[src/rtl/btn_pkg.sv]
// Shared types and constants for the pushbutton conditioner.
// Latency: n/a (package only).
// Backpressure: n/a; no handshake anywhere in this block.
package btn_pkg;

  // Per-channel debounce FSM states.
  typedef enum logic [2:0] {
    ARM    = 3'd0,
    UP     = 3'd1,
    DOWN_P = 3'd2,
    DOWN   = 3'd3,
    UP_P   = 3'd4
  } btn_state_t;

  // 10 ms at 50 MHz for the board; short value for simulation.
  localparam int DEBOUNCE_DEFAULT = 500000;
  localparam int DEBOUNCE_SIM     = 4;

endpackage

[src/rtl/debounce_channel.sv]
// One button channel: 2-FF sync, debounce FSM, registered level and press/release pulses.
// Latency: raw edge to pulse is 2 + DEBOUNCE_CYCLES + 1 cycles for a clean edge.
// Backpressure: none; pulses are single-cycle and must be consumed when asserted.
//
// Ports:
//   Clk, Reset  clock and asynchronous active-low reset
//   btn_n_i     raw active-low button, asynchronous to Clk
//   level_o     debounced level, 1 = held
//   press_o     one-cycle pulse when a press is accepted
//   release_o   one-cycle pulse when a release is accepted
module debounce_channel
  import btn_pkg::*;
#(
  parameter int DEBOUNCE_CYCLES = DEBOUNCE_DEFAULT
) (
  input  logic Clk,
  input  logic Reset,
  input  logic btn_n_i,
  output logic level_o,
  output logic press_o,
  output logic release_o
);

  localparam int CNT_W = $clog2(DEBOUNCE_CYCLES + 1);
  localparam logic [CNT_W-1:0] CNT_LAST = CNT_W'(DEBOUNCE_CYCLES - 1);
  localparam logic [CNT_W-1:0] CNT_MAX  = CNT_W'(DEBOUNCE_CYCLES);

  logic [1:0]       r_sync;
  btn_state_t       r_state;
  logic [CNT_W-1:0] r_cnt;
  logic             r_level;
  logic             r_press;
  logic             r_release;

  logic             w_s;
  logic [CNT_W-1:0] w_cnt_inc;

  // Synchronised, active-high view of the button.
  assign w_s = ~r_sync[1];
  // Saturating increment so the counter can never wrap.
  assign w_cnt_inc = (r_cnt == CNT_MAX) ? r_cnt : r_cnt + 1'b1;

  always_ff @(posedge Clk or negedge Reset) begin
    if (!Reset) begin
      // Sync flops reset to "released" so a held button is seen only after reset.
      r_sync    <= 2'b11;
      r_state   <= ARM;
      r_cnt     <= '0;
      r_level   <= 1'b0;
      r_press   <= 1'b0;
      r_release <= 1'b0;
    end else begin
      r_sync    <= {r_sync[0], btn_n_i};
      r_press   <= 1'b0;
      r_release <= 1'b0;
      case (r_state)
        // Requires a full debounce window of "released" before arming, so a
        // button held through reset cannot produce a spurious press.
        ARM: begin
          if (w_s) begin
            r_cnt <= '0;
          end else if (r_cnt == CNT_LAST) begin
            r_state <= UP;
            r_cnt   <= '0;
          end else begin
            r_cnt <= w_cnt_inc;
          end
        end
        UP: begin
          if (w_s) begin
            r_state <= DOWN_P;
            r_cnt   <= '0;
          end
        end
        DOWN_P: begin
          if (!w_s) begin
            r_state <= UP;
          end else if (r_cnt == CNT_LAST) begin
            r_state <= DOWN;
            r_cnt   <= '0;
            r_level <= 1'b1;
            r_press <= 1'b1;
          end else begin
            r_cnt <= w_cnt_inc;
          end
        end
        DOWN: begin
          if (!w_s) begin
            r_state <= UP_P;
            r_cnt   <= '0;
          end
        end
        UP_P: begin
          if (w_s) begin
            r_state <= DOWN;
          end else if (r_cnt == CNT_LAST) begin
            r_state   <= UP;
            r_cnt     <= '0;
            r_level   <= 1'b0;
            r_release <= 1'b1;
          end else begin
            r_cnt <= w_cnt_inc;
          end
        end
        default: begin
          r_state <= ARM;
          r_cnt   <= '0;
        end
      endcase
    end
  end

  assign level_o   = r_level;
  assign press_o   = r_press;
  assign release_o = r_release;

endmodule

[src/rtl/button_conditioner.sv]
// Conditions raw active-low buttons (debounce + pulses) and synchronises the switch bus.
// Latency: buttons 2 + DEBOUNCE_CYCLES + 1 cycles; switches 2 cycles.
// Backpressure: none; outputs are free-running levels and single-cycle pulses.
//
// Ports:
//   Clk, Reset  clock and asynchronous active-low reset
//   btn_n_i     raw active-low buttons (bit0 = Run, bit1 = Continue)
//   sw_i        raw slide switches
//   level_o     debounced button levels, 1 = held
//   press_o     one-cycle press pulses
//   release_o   one-cycle release pulses
//   sw_o        synchronised switches
module button_conditioner
  import btn_pkg::*;
#(
  parameter int NUM_BTN         = 2,
  parameter int DEBOUNCE_CYCLES = DEBOUNCE_DEFAULT,
  parameter int SW_WIDTH        = 16
) (
  input  logic                Clk,
  input  logic                Reset,
  input  logic [NUM_BTN-1:0]  btn_n_i,
  input  logic [SW_WIDTH-1:0] sw_i,
  output logic [NUM_BTN-1:0]  level_o,
  output logic [NUM_BTN-1:0]  press_o,
  output logic [NUM_BTN-1:0]  release_o,
  output logic [SW_WIDTH-1:0] sw_o
);

  logic [SW_WIDTH-1:0] r_sw_meta;
  logic [SW_WIDTH-1:0] r_sw_sync;

  always_ff @(posedge Clk or negedge Reset) begin
    if (!Reset) begin
      r_sw_meta <= '0;
      r_sw_sync <= '0;
    end else begin
      r_sw_meta <= sw_i;
      r_sw_sync <= r_sw_meta;
    end
  end

  assign sw_o = r_sw_sync;

  for (genvar g = 0; g < NUM_BTN; g++) begin : g_btn
    debounce_channel #(
      .DEBOUNCE_CYCLES(DEBOUNCE_CYCLES)
    ) u_chan (
      .Clk      (Clk),
      .Reset    (Reset),
      .btn_n_i  (btn_n_i[g]),
      .level_o  (level_o[g]),
      .press_o  (press_o[g]),
      .release_o(release_o[g])
    );
  end

endmodule

[config.mk]
export PLATFORM = sky130hd
export DESIGN_NAME = button_conditioner
export DESIGN_NICKNAME = d
export VERILOG_FILES = /design/src/rtl/btn_pkg.sv /design/src/rtl/debounce_channel.sv /design/src/rtl/button_conditioner.sv
export SDC_FILE = /design/constraint.sdc
export NUM_CORES = 1
export LEC_CHECK = 0
export CAP_MARGIN = 20
export CORE_MARGIN = 5
export CORE_UTILIZATION = 45
export DETAILED_ROUTE_END_ITERATION = 7
export GPL_TIMING_DRIVEN = 0
export PLACE_DENSITY_LB_ADDON = 0.12
export SYNTH_ARGS = -nofsm -noshare
export SYNTH_HDL_FRONTEND = slang
export SYNTH_HIERARCHICAL = 1
export SYNTH_SLANG_ARGS = --single-unit
export TNS_END_PERCENT = 5
[constraint.sdc]
create_clock -name Clk -period 2.15 [get_ports Clk]
set_input_delay 0.5375 -clock Clk [delete_from_list [all_inputs] [get_ports Clk]]
set_output_delay 0.5375 -clock Clk [all_outputs]
set_load 0.02 [all_outputs]
# Word level (Yosys, flattened, before mapping)
# Index checks and enable logic that the tools add are counted.
[totals]
regBits = 86
out_inout_bits = 22
word_cells = 106
[classes]
add_sub_neg = 2
reduce_logical = 10
n_eq_ne = 28
mux = 52
[ops]
columns = ["operator", "count"]
rows = [
  ["$mux 19", 14],
  ["$pmux 19 s5", 2],
  ["$eq 19x19->1 const B", 4],
  ["$mux 3", 14],
  ["$add 19x1->19 const B", 2],
  ["$pmux 3 s5", 2],
  ["$ne 2x1->1 const B", 10],
  ["$mux 1", 18],
  ["$reduce_and 4->1", 4],
  ["$eq 3x2->1 const B", 4],
  ["$reduce_and 5->1", 2],
  ["$ne 2x2->1 const B", 4],
  ["$eq 3x1->1 const B", 2],
  ["$eq 3x3->1 const B", 2],
  ["$logic_not 3->1", 2],
  ["$ne 3x1->1 const B", 2],
  ["$pmux 1 s2", 2],
  ["$reduce_bool 2->1", 2],
]

# Logic depth before layout (Yosys ltp)
# Gate-level depths: netlist of run 1.
[depth]
depth_word = 5
depth_mapped = 7
mapped_depth_nobuf = 6

# Modules after synthesis
# Netlist of run 1, hierarchy kept.
[by_module_without_submodules]
columns = ["module", "area_each_um2", "n_inst", "seq_area_each_um2", "cells_each"]
rows = [
  ["debounce_channel at g_btn[0].u_chan", 1620.3, 1, 678.2, 171],
  ["debounce_channel at g_btn[1].u_chan", 1615.3, 1, 678.2, 171],
  ["button_conditioner", 800.8, 1, 800.8, 32],
]

# Least setup slack after synthesis of run 1
# Ideal clock, no wire load.
[synth_path]
path_type = "reg-to-reg"
from = "reg g_btn[1].u_chan.r_cnt[7]"
to = "reg g_btn[1].u_chan.r_cnt[5]"
setup_ns = 0.130
path_slack_ns = -0.003
t_arrival_ns = 2.024
required_ns = 2.020
stages_incl_launch_ff = 7
synth_period_minus_slack_ns = 2.153
path_cell_list = "dfrtp_1 -> or4b_4 -> nor4_4 -> nand2_4 -> o31ai_4 -> buf_6 -> a21oi_1"
[synth_via]
elab_chain_len = 5
word_cells_on_any_way = 8
classes_between = "eq/ne (2); mux (6)"
[synth_lines]
columns = ["item", "line", "source"]
rows = [
  ["from (decl)", "debounce_channel.sv:30", "logic [CNT_W-1:0] r_cnt;"],
  ["from (signal assigned)", "debounce_channel.sv:66", "r_cnt <= w_cnt_inc;"],
  ["from (signal assigned)", "debounce_channel.sv:84", "r_cnt <= w_cnt_inc;"],
  ["from (signal assigned)", "debounce_channel.sv:102", "r_cnt <= w_cnt_inc;"],
  ["$eq 19x19->1", "debounce_channel.sv:41", "assign w_cnt_inc = (r_cnt == CNT_MAX) ? r_cnt : r_cnt + 1'b1;"],
  ["$mux 19", "debounce_channel.sv:41", ""],
  ["$mux 19 *", "debounce_channel.sv:62, debounce_channel.sv:78, debounce_channel.sv:96", ""],
  ["$mux 19 (on tied branches)", "debounce_channel.sv:94, debounce_channel.sv:60, debounce_channel.sv:76", ""],
  ["$pmux 19 s5 *", "debounce_channel.sv:56", "case (r_state)"],
]
# Mark *: on every way between the ends. The rest lies on a longest branch, timed or not. The select of a mux whose other input is x is not followed.
# A chain may end at the register's enable or synchronous reset.

# Worst setup path after layout of run 1
[layout_path]
from = "reg g_btn[0].u_chan.r_cnt[7]"
to = "reg g_btn[0].u_chan.r_cnt[12]"
[layout_via]
elab_chain_len = 5
word_cells_on_any_way = 9
classes_between = "add/sub (1); eq/ne (2); mux (6)"
[layout_lines]
columns = ["item", "line"]
rows = [
  ["from (decl)", "debounce_channel.sv:30"],
  ["from (signal assigned)", "debounce_channel.sv:66"],
  ["from (signal assigned)", "debounce_channel.sv:84"],
  ["from (signal assigned)", "debounce_channel.sv:102"],
  ["$add 19x1->19 / $eq 19x19->1 (equally long branches)", "debounce_channel.sv:41"],
  ["$mux 19", "debounce_channel.sv:41"],
  ["$mux 19 *", "debounce_channel.sv:62, debounce_channel.sv:78, debounce_channel.sv:96"],
  ["$mux 19 (on tied branches)", "debounce_channel.sv:94, debounce_channel.sv:60, debounce_channel.sv:76"],
  ["$pmux 19 s5 *", "debounce_channel.sv:56"],
]
# Marks and branches as above.

==> run metrics, run 1 <==
outcome=finished, violations left; failing checks=setup timing; Layout Cells excl Fill=562; Post-Synth Adder-Cell Area=0.0124; Synth Area in Compound Gates=0.143; TritonCTS Sinks=86; Global Route Usage Sum=0.156; Final setup violation count=14; utilization after layout=0.581; Die Wd=between 100 and 150 um; Starting Density=0.463; syn_area_per_cell=between 10 and 15 um2; slew at the pin closest to its max-slew limit=slightly below 0.6 ns; main combinational cell family by area after synthesis=simple AND/OR/NAND/NOR gates; hold crit path type=input pin to asynchronous set/reset pin; slew margin rel.=0.611; vias per inst=~5.5; clock group share of total power=0.274; peak supply drop=0.000608 V; ys flop type=dfrtp_1; DP Wirelength=roughly 5.5 mm; placed cells=524; met2 Use GR=0.231; RSZ-0062 raised after global routing=yes; maximum clock frequency=around 460 MHz; global route overflow=0; sequential share of the synthesized area=0.534; filler instances=roughly 730; Netlist cell types=58; number of flops mapped to enable cells by yosys=0; cell count after synthesis=approximately 370; Synth Register Bits=between 80 and 90; Final Hold Fails=0; Combinational Power Share=0.309; Rows=34; area growth from synthesis to layout=25.6%; Lkg Pwr=a little over 2 nW; worst setup margin=-0.0299 ns; Power Internal=just under 3 mW; Core Area=8720 um2; pre-CTS setup slack=-0.315 ns; clk_skew=approximately 0.017 ns; post-synthesis mux area share=0; DR iter-0 viols=between 100 and 150; final instance area=between 5000 and 6000 um2; CTS Buffer Depth=2; footprint of the multi-input gates=between 1500 and 2000 um2; syn_nets=about 400; largest net degree at the start of global routing=61; post-DR wirelength/cell=about 15 um; min Tclk post-route=2.18 ns; DRC violations left=0; Total Power=between 4 and 5 mW; Max H-tree Level=3; Nets=~470; Vias=around 3100; P per Cell Area=863 nW/um2; GRT met1 Usage=0.215; area of the die=approximately 11000 um2; register area=between 2000 and 2500 um2; Worst EP arrival=about 2.4 ns; drt first pass iters=4; met3 GRT Util=0.0456; Clock Latency Late Sink=about 0.35 ns; WS Path Type=flip-flop to flip-flop; busiest layer in global routing=met2; Sw Ratio=0.337; initial antenna violation count=0; Hold Buf Count CTS=0; Min Hold Slack=~0.09 ns; Post-Synth Simple-Gate Area=0.220; vias in the first global route=approximately 3000; die height=roughly 100 um; first-pass GRT wire length=around 14 mm; Reg power frac=0.417; CP Data Required Time=2.39 ns; layout cells sized above 1=0.211; final slew viol count=0; crit end category=flip-flop; Clock Tree Root=clkbuf_8; final setup TNS=-0.256 ns; Critical Path Start Type=flip-flop; Post-synth ARST share=1.00; CTS tree=built; routed wire length=8.29 mm; # IOs=42; maxcap violations=0; Routed Antenna Nets=0; routability cong.=roughly 0.80; Cell Area, Synth=approximately 4000 um2; dpl cell area=between 4000 and 5000 um2; I/O Buffers=41; Inserted Diodes=0; P_sw=~1.5 mW; post-synthesis xor/xnor area fraction=0.0369; Worst-path clk slew=around 0.10 ns; CP max FO=6; YS warnings=6; Final period util=1.01; number of CTS-inserted buffers=9
## synthesized netlist by cell type, drive strengths merged (5+ instances only)
library cell	n	area [um2]
dfrtp	82	2050
nor2	30	113
nand2	28	120
a21oi	25	129
nand3	21	105
o21ai	17	85.1
xnor2	14	123
inv	12	45.0
nor4	11	98.8
clkbuf	10	97.6
nor3	10	50.1
o31ai	10	103
or3	9	57.6
or4	9	67.6
nand4	8	50.1
buf	7	72.6
and3	6	41.3
o211ai	6	45.0
a21o	5	41.3
a31oi	5	31.3
## layout by cell type, fill, tap and decap left out, types with 10 or more instances in the layout
cell / instances
dfrtp_1: 77
clkdlybuf4s50_1: 40
nor2_1: 29
nand2_1: 26
a21oi_1: 22
nand3_1: 20
buf_4: 20
o21ai_0: 16
clkbuf_8: 15
xnor2_1: 14
inv_1: 12
buf_6: 10
## layout make-up
class / instances / area share
Buffer: 16 / 0.0326
Clock buffer: 9 / 0.0244
Clock inverter: 7 / 0.0170
Inverter: 12 / 0.00888
Multi-Input combinational cell: 259 / 0.341
Sequential cell: 86 / 0.427
Tap cell: 108 / 0.0266
Timing Repair Buffer: 65 / 0.123
## kinds of logic after synthesis
family / Yosys count
AND/OR/NAND/NOR: 154
buffers and inverters: 29
XOR/XNOR: 17
AO/OA/AOI/OAI: 84
flip-flops: 86
adder cells (fa/ha/maj): 4
## state kept, by name, summed over array words and instances (netlist names)
signal	cells
g_btn.u_chan/level_o	2
g_btn.u_chan/release_o	2
g_btn.u_chan/press_o	2
g_btn.u_chan/r_cnt	38
g_btn.u_chan/r_state	6
g_btn.u_chan/r_sync	4
sw_o	16
r_sw_meta	16
## final timing paths
| kind | from | endpoint | slack (ns) | cells past startpoint |
|---|---|---|---|---|
| hold / removal | Reset | g_btn[0].u_chan/r_cnt[11] | 0.09 | 1 |
| min in group Clk | r_sw_meta[15] | sw_o[15] | 0.35 | 0 |
| setup / recovery | g_btn[0].u_chan/r_cnt[7] | g_btn[0].u_chan/r_cnt[12] | -0.03 | 7 |
| hold reg to reg | r_sw_meta[15] | sw_o[15] | 0.35 | 0 |
| setup reg to reg | g_btn[0].u_chan/r_cnt[7] | g_btn[0].u_chan/r_cnt[12] | -0.03 | 7 |
| max in group asynchronous | Reset | g_btn[1].u_chan/r_sync[0] | 1.42 | 2 |
## critical path, stage by stage (launching register included)
cell	delay, ns
dfrtp_1	0.43
or4b_4	0.57
nor4_4	0.28
buf_6	0.18
nand2_8	0.07
o31ai_4	0.32
buf_6	0.18
a21oi_1	0.04
## power groups by stage
stage | logic, mW | clock network, mW | registers, mW
2_1_floorplan | 0.912 | 0 | 1.86
3_3_place_gp | 1.21 | 0 | 1.85
3_5_place_dp | 1.24 | 0 | 1.86
4_1_cts | 1.35 | 1.24 | 1.83
5_1_grt | 1.50 | 1.32 | 1.84
6_report | 1.35 | 1.20 | 1.83
## layer usage
metal / vias up / part of all wire
met3: 2 / 0.062
met5: - / 0
met1: 1498 / 0.47
li1: 1523 / -
met4: 0 / 0.0056
met2: 64 / 0.46
## timing repair
action | in CTS | in global routing
gates resized for setup | 9 | 15
pin swaps | 10 | 8
setup endpoints to repair | 37 | 41
gates cloned | 2 | 0
setup buffers | 14 | 7
Power figures use the tool's default switching activity.
==> run 2: changes to the inputs <==
--- a/config.mk
+++ b/config.mk
@@ -5,10 +5,12 @@
 export SDC_FILE = /design/constraint.sdc
 export NUM_CORES = 1
 export LEC_CHECK = 0
+export ABC_AREA = 1
 export CAP_MARGIN = 20
 export CORE_MARGIN = 5
 export CORE_UTILIZATION = 45
 export DETAILED_ROUTE_END_ITERATION = 7
+export GPL_ROUTABILITY_DRIVEN = 0
 export GPL_TIMING_DRIVEN = 0
 export PLACE_DENSITY_LB_ADDON = 0.12
 export SYNTH_ARGS = -nofsm -noshare
==> run metrics, run 2 <==
Crit path max-delay family=buffers and inverters; post-synth top area cell=dfrtp_1; min Tclk post-route=between 1.5 and 2 ns; post-cts sizing count=0; Worst EP arrival=1.32 ns; Worst-path clk slew=0.09 ns; commonest cells after routing, fill and taps aside=nand2_1, dfrtp_1, nor2_1, inv_1, nand3_1; Max stage delay on crit path=approximately 0.61 ns; area of the die=~12000 um2; peak supply drop=roughly 0.00037 V; largest net degree at the start of global routing=51; Cell Area, Synth=4540 um2; syn_nets=582; RSZ-0062 raised after global routing=no; Final setup violation count=0; P per Cell Area=571 nW/um2; Critical Path Start Type=flip-flop; die height=about 110 um; final setup TNS=0 ns; commonest non-fill, non-tap cell in the layout=nand2_1; Global Route Usage Sum=0.174; Core Area=between 9000 and 10000 um2; routed wire length=~9.4 mm; Inserted Diodes=0; utilization after layout=0.544; hold crit path type=input pin to asynchronous set/reset pin; Lkg Pwr=about 2.5 nW; met3 GRT Util=0.0355; slew margin rel.=0.668; worst path buffer plus inverter count=1; max reg flops=38; Clock Latency Late Sink=approximately 0.35 ns; outcome=completed; DP Wirelength=between 6 and 7 mm; dpl cell area=5140 um2; Nets=635; Max H-tree Level=3; clk_skew=0.0104 ns; CTS Buffer Depth=2; CP Data Required Time=between 1.5 and 2 ns; final slew viol count=0; post-DR wirelength/cell=about 13 um; post-synth top area share=0.452; Synth Register Bits=between 80 and 90; filler instances=950; number of flops mapped to enable cells by yosys=0; Starting Density=0.462; Largest Register=g_btn.u_chan/r_cnt; layout cells sized above 1=0.141; slowest cell on the critical path=clkdlybuf4s50_1; CP cell instances=clkdlybuf4s50_1; setup bufs post-CTS=0; drt first pass iters=4; vias in the first global route=roughly 3700; met2 Use GR=0.313; initial antenna violation count=0; Synth area leaders=dfrtp_1, nand2_1, nor2_1; count leader, synth=nand2_1; DR iter-0 viols=around 130; cell count after synthesis=approximately 560; I/O Buffers=between 40 and 50; Post-synth ARST share=1.00; crit end category=primary output; Final period util=0.863; sequential share of the synthesized area=0.476; GRT met1 Usage=0.209; busiest layer in global routing=met2; YS warnings=6; # IOs=42; Total Power=~3.1 mW; Clock Tree Root=clkbuf_8; first-pass GRT wire length=roughly 17 mm; footprint of the multi-input gates=roughly 2100 um2; TritonCTS Sinks=86; global route overflow=0; Netlist cell types=37; synth cell count leaders=nand2_1, dfrtp_1, nor2_1; Hold Buf Count CTS=0; maximum clock frequency=between 500 and 600 MHz; pre-CTS setup slack=about 0.4 ns; syn_area_per_cell=8.13 um2; slew at the pin closest to its max-slew limit=between 0.4 and 0.5 ns; Final Hold Fails=0; vias per inst=a little under 5; ys flop type=dfrtp_1; worst setup margin=0.295 ns; register area=2160 um2; CP max FO=2; Die Wd=between 100 and 150 um; final instance area=~5300 um2; Routed Antenna Nets=0; Vias=3661; Rows=36; maxcap violations=0; area growth from synthesis to layout=17.7%; DRC violations left=0; CTS tree=built; WS Path Type=flip-flop to primary output; number of CTS-inserted buffers=9
run 2: where the power goes:
group          internal (mW)  switching (mW)
Combinational         0.0890           0.110
Clock                  0.552           0.619
Sequential              1.66          0.0180
run 2: through the flow:
step / hold WS [ns] / cells
final: 0.142 / 749
after global routing: 0.179 / 749
after global placement: 0.332 / 732
after floorplan: 0.242 / 558
after detailed placement: 0.336 / 733
after CTS: 0.146 / 749
run 2: worst paths after layout:
check | from | endpoint | depth (start not counted) | slack, ns
max | g_btn[0].u_chan/level_o | level_o[0] | 1 | 0.30
min | Reset | sw_o[1] | 1 | 0.14
max reg2reg | g_btn[0].u_chan/r_sync[1] | g_btn[0].u_chan/r_cnt[2] | 9 | 0.39
min reg2reg | r_sw_meta[1] | sw_o[1] | 0 | 0.35
max in group asynchronous | Reset | g_btn[0].u_chan/r_sync[1] | 2 | 1.35
min in group Clk | r_sw_meta[1] | sw_o[1] | 0 | 0.35
run 2: cell type report:
| type | count | share of cell area |
|---|---|---|
| Inverter | 65 | 0.0457 |
| Sequential cell | 86 | 0.404 |
| Clock buffer | 9 | 0.0232 |
| Multi-Input combinational cell | 399 | 0.386 |
| Clock inverter | 7 | 0.0148 |
| Tap cell | 133 | 0.0312 |
| Timing Repair Buffer | 42 | 0.0815 |
| Buffer | 8 | 0.0136 |
run 2: kinds of logic (layout without fill, tap and decap cells):
family	after synthesis	count (layout)	synth area share
AND/OR/NAND/NOR	363	363	0.394
flip-flops	86	86	0.476
buffers and inverters	73	131	0.0698
AO/OA/AOI/OAI	23	23	0.0326
XOR/XNOR	9	9	0.0174
adder cells (fa/ha/maj)	4	4	0.0110
run 2: worst register-to-register path, stage by stage, from the launching register on:
cell	delay, ns
dfstp_2	0.53
buf_4	0.15
inv_1	0.11
nand3_2	0.11
nand2_2	0.10
nor2_8	0.21
buf_12	0.17
inv_1	0.12
nand2_1	0.08
o21ai_1	0.07
run 2: layer usage:
metal,share of wire,up-vias,wire (um)
met2,0.52,34,4920
met1,0.45,1755,4260
met5,0,-,0
met4,0.0039,0,37
li1,-,1870,-
met3,0.022,2,207
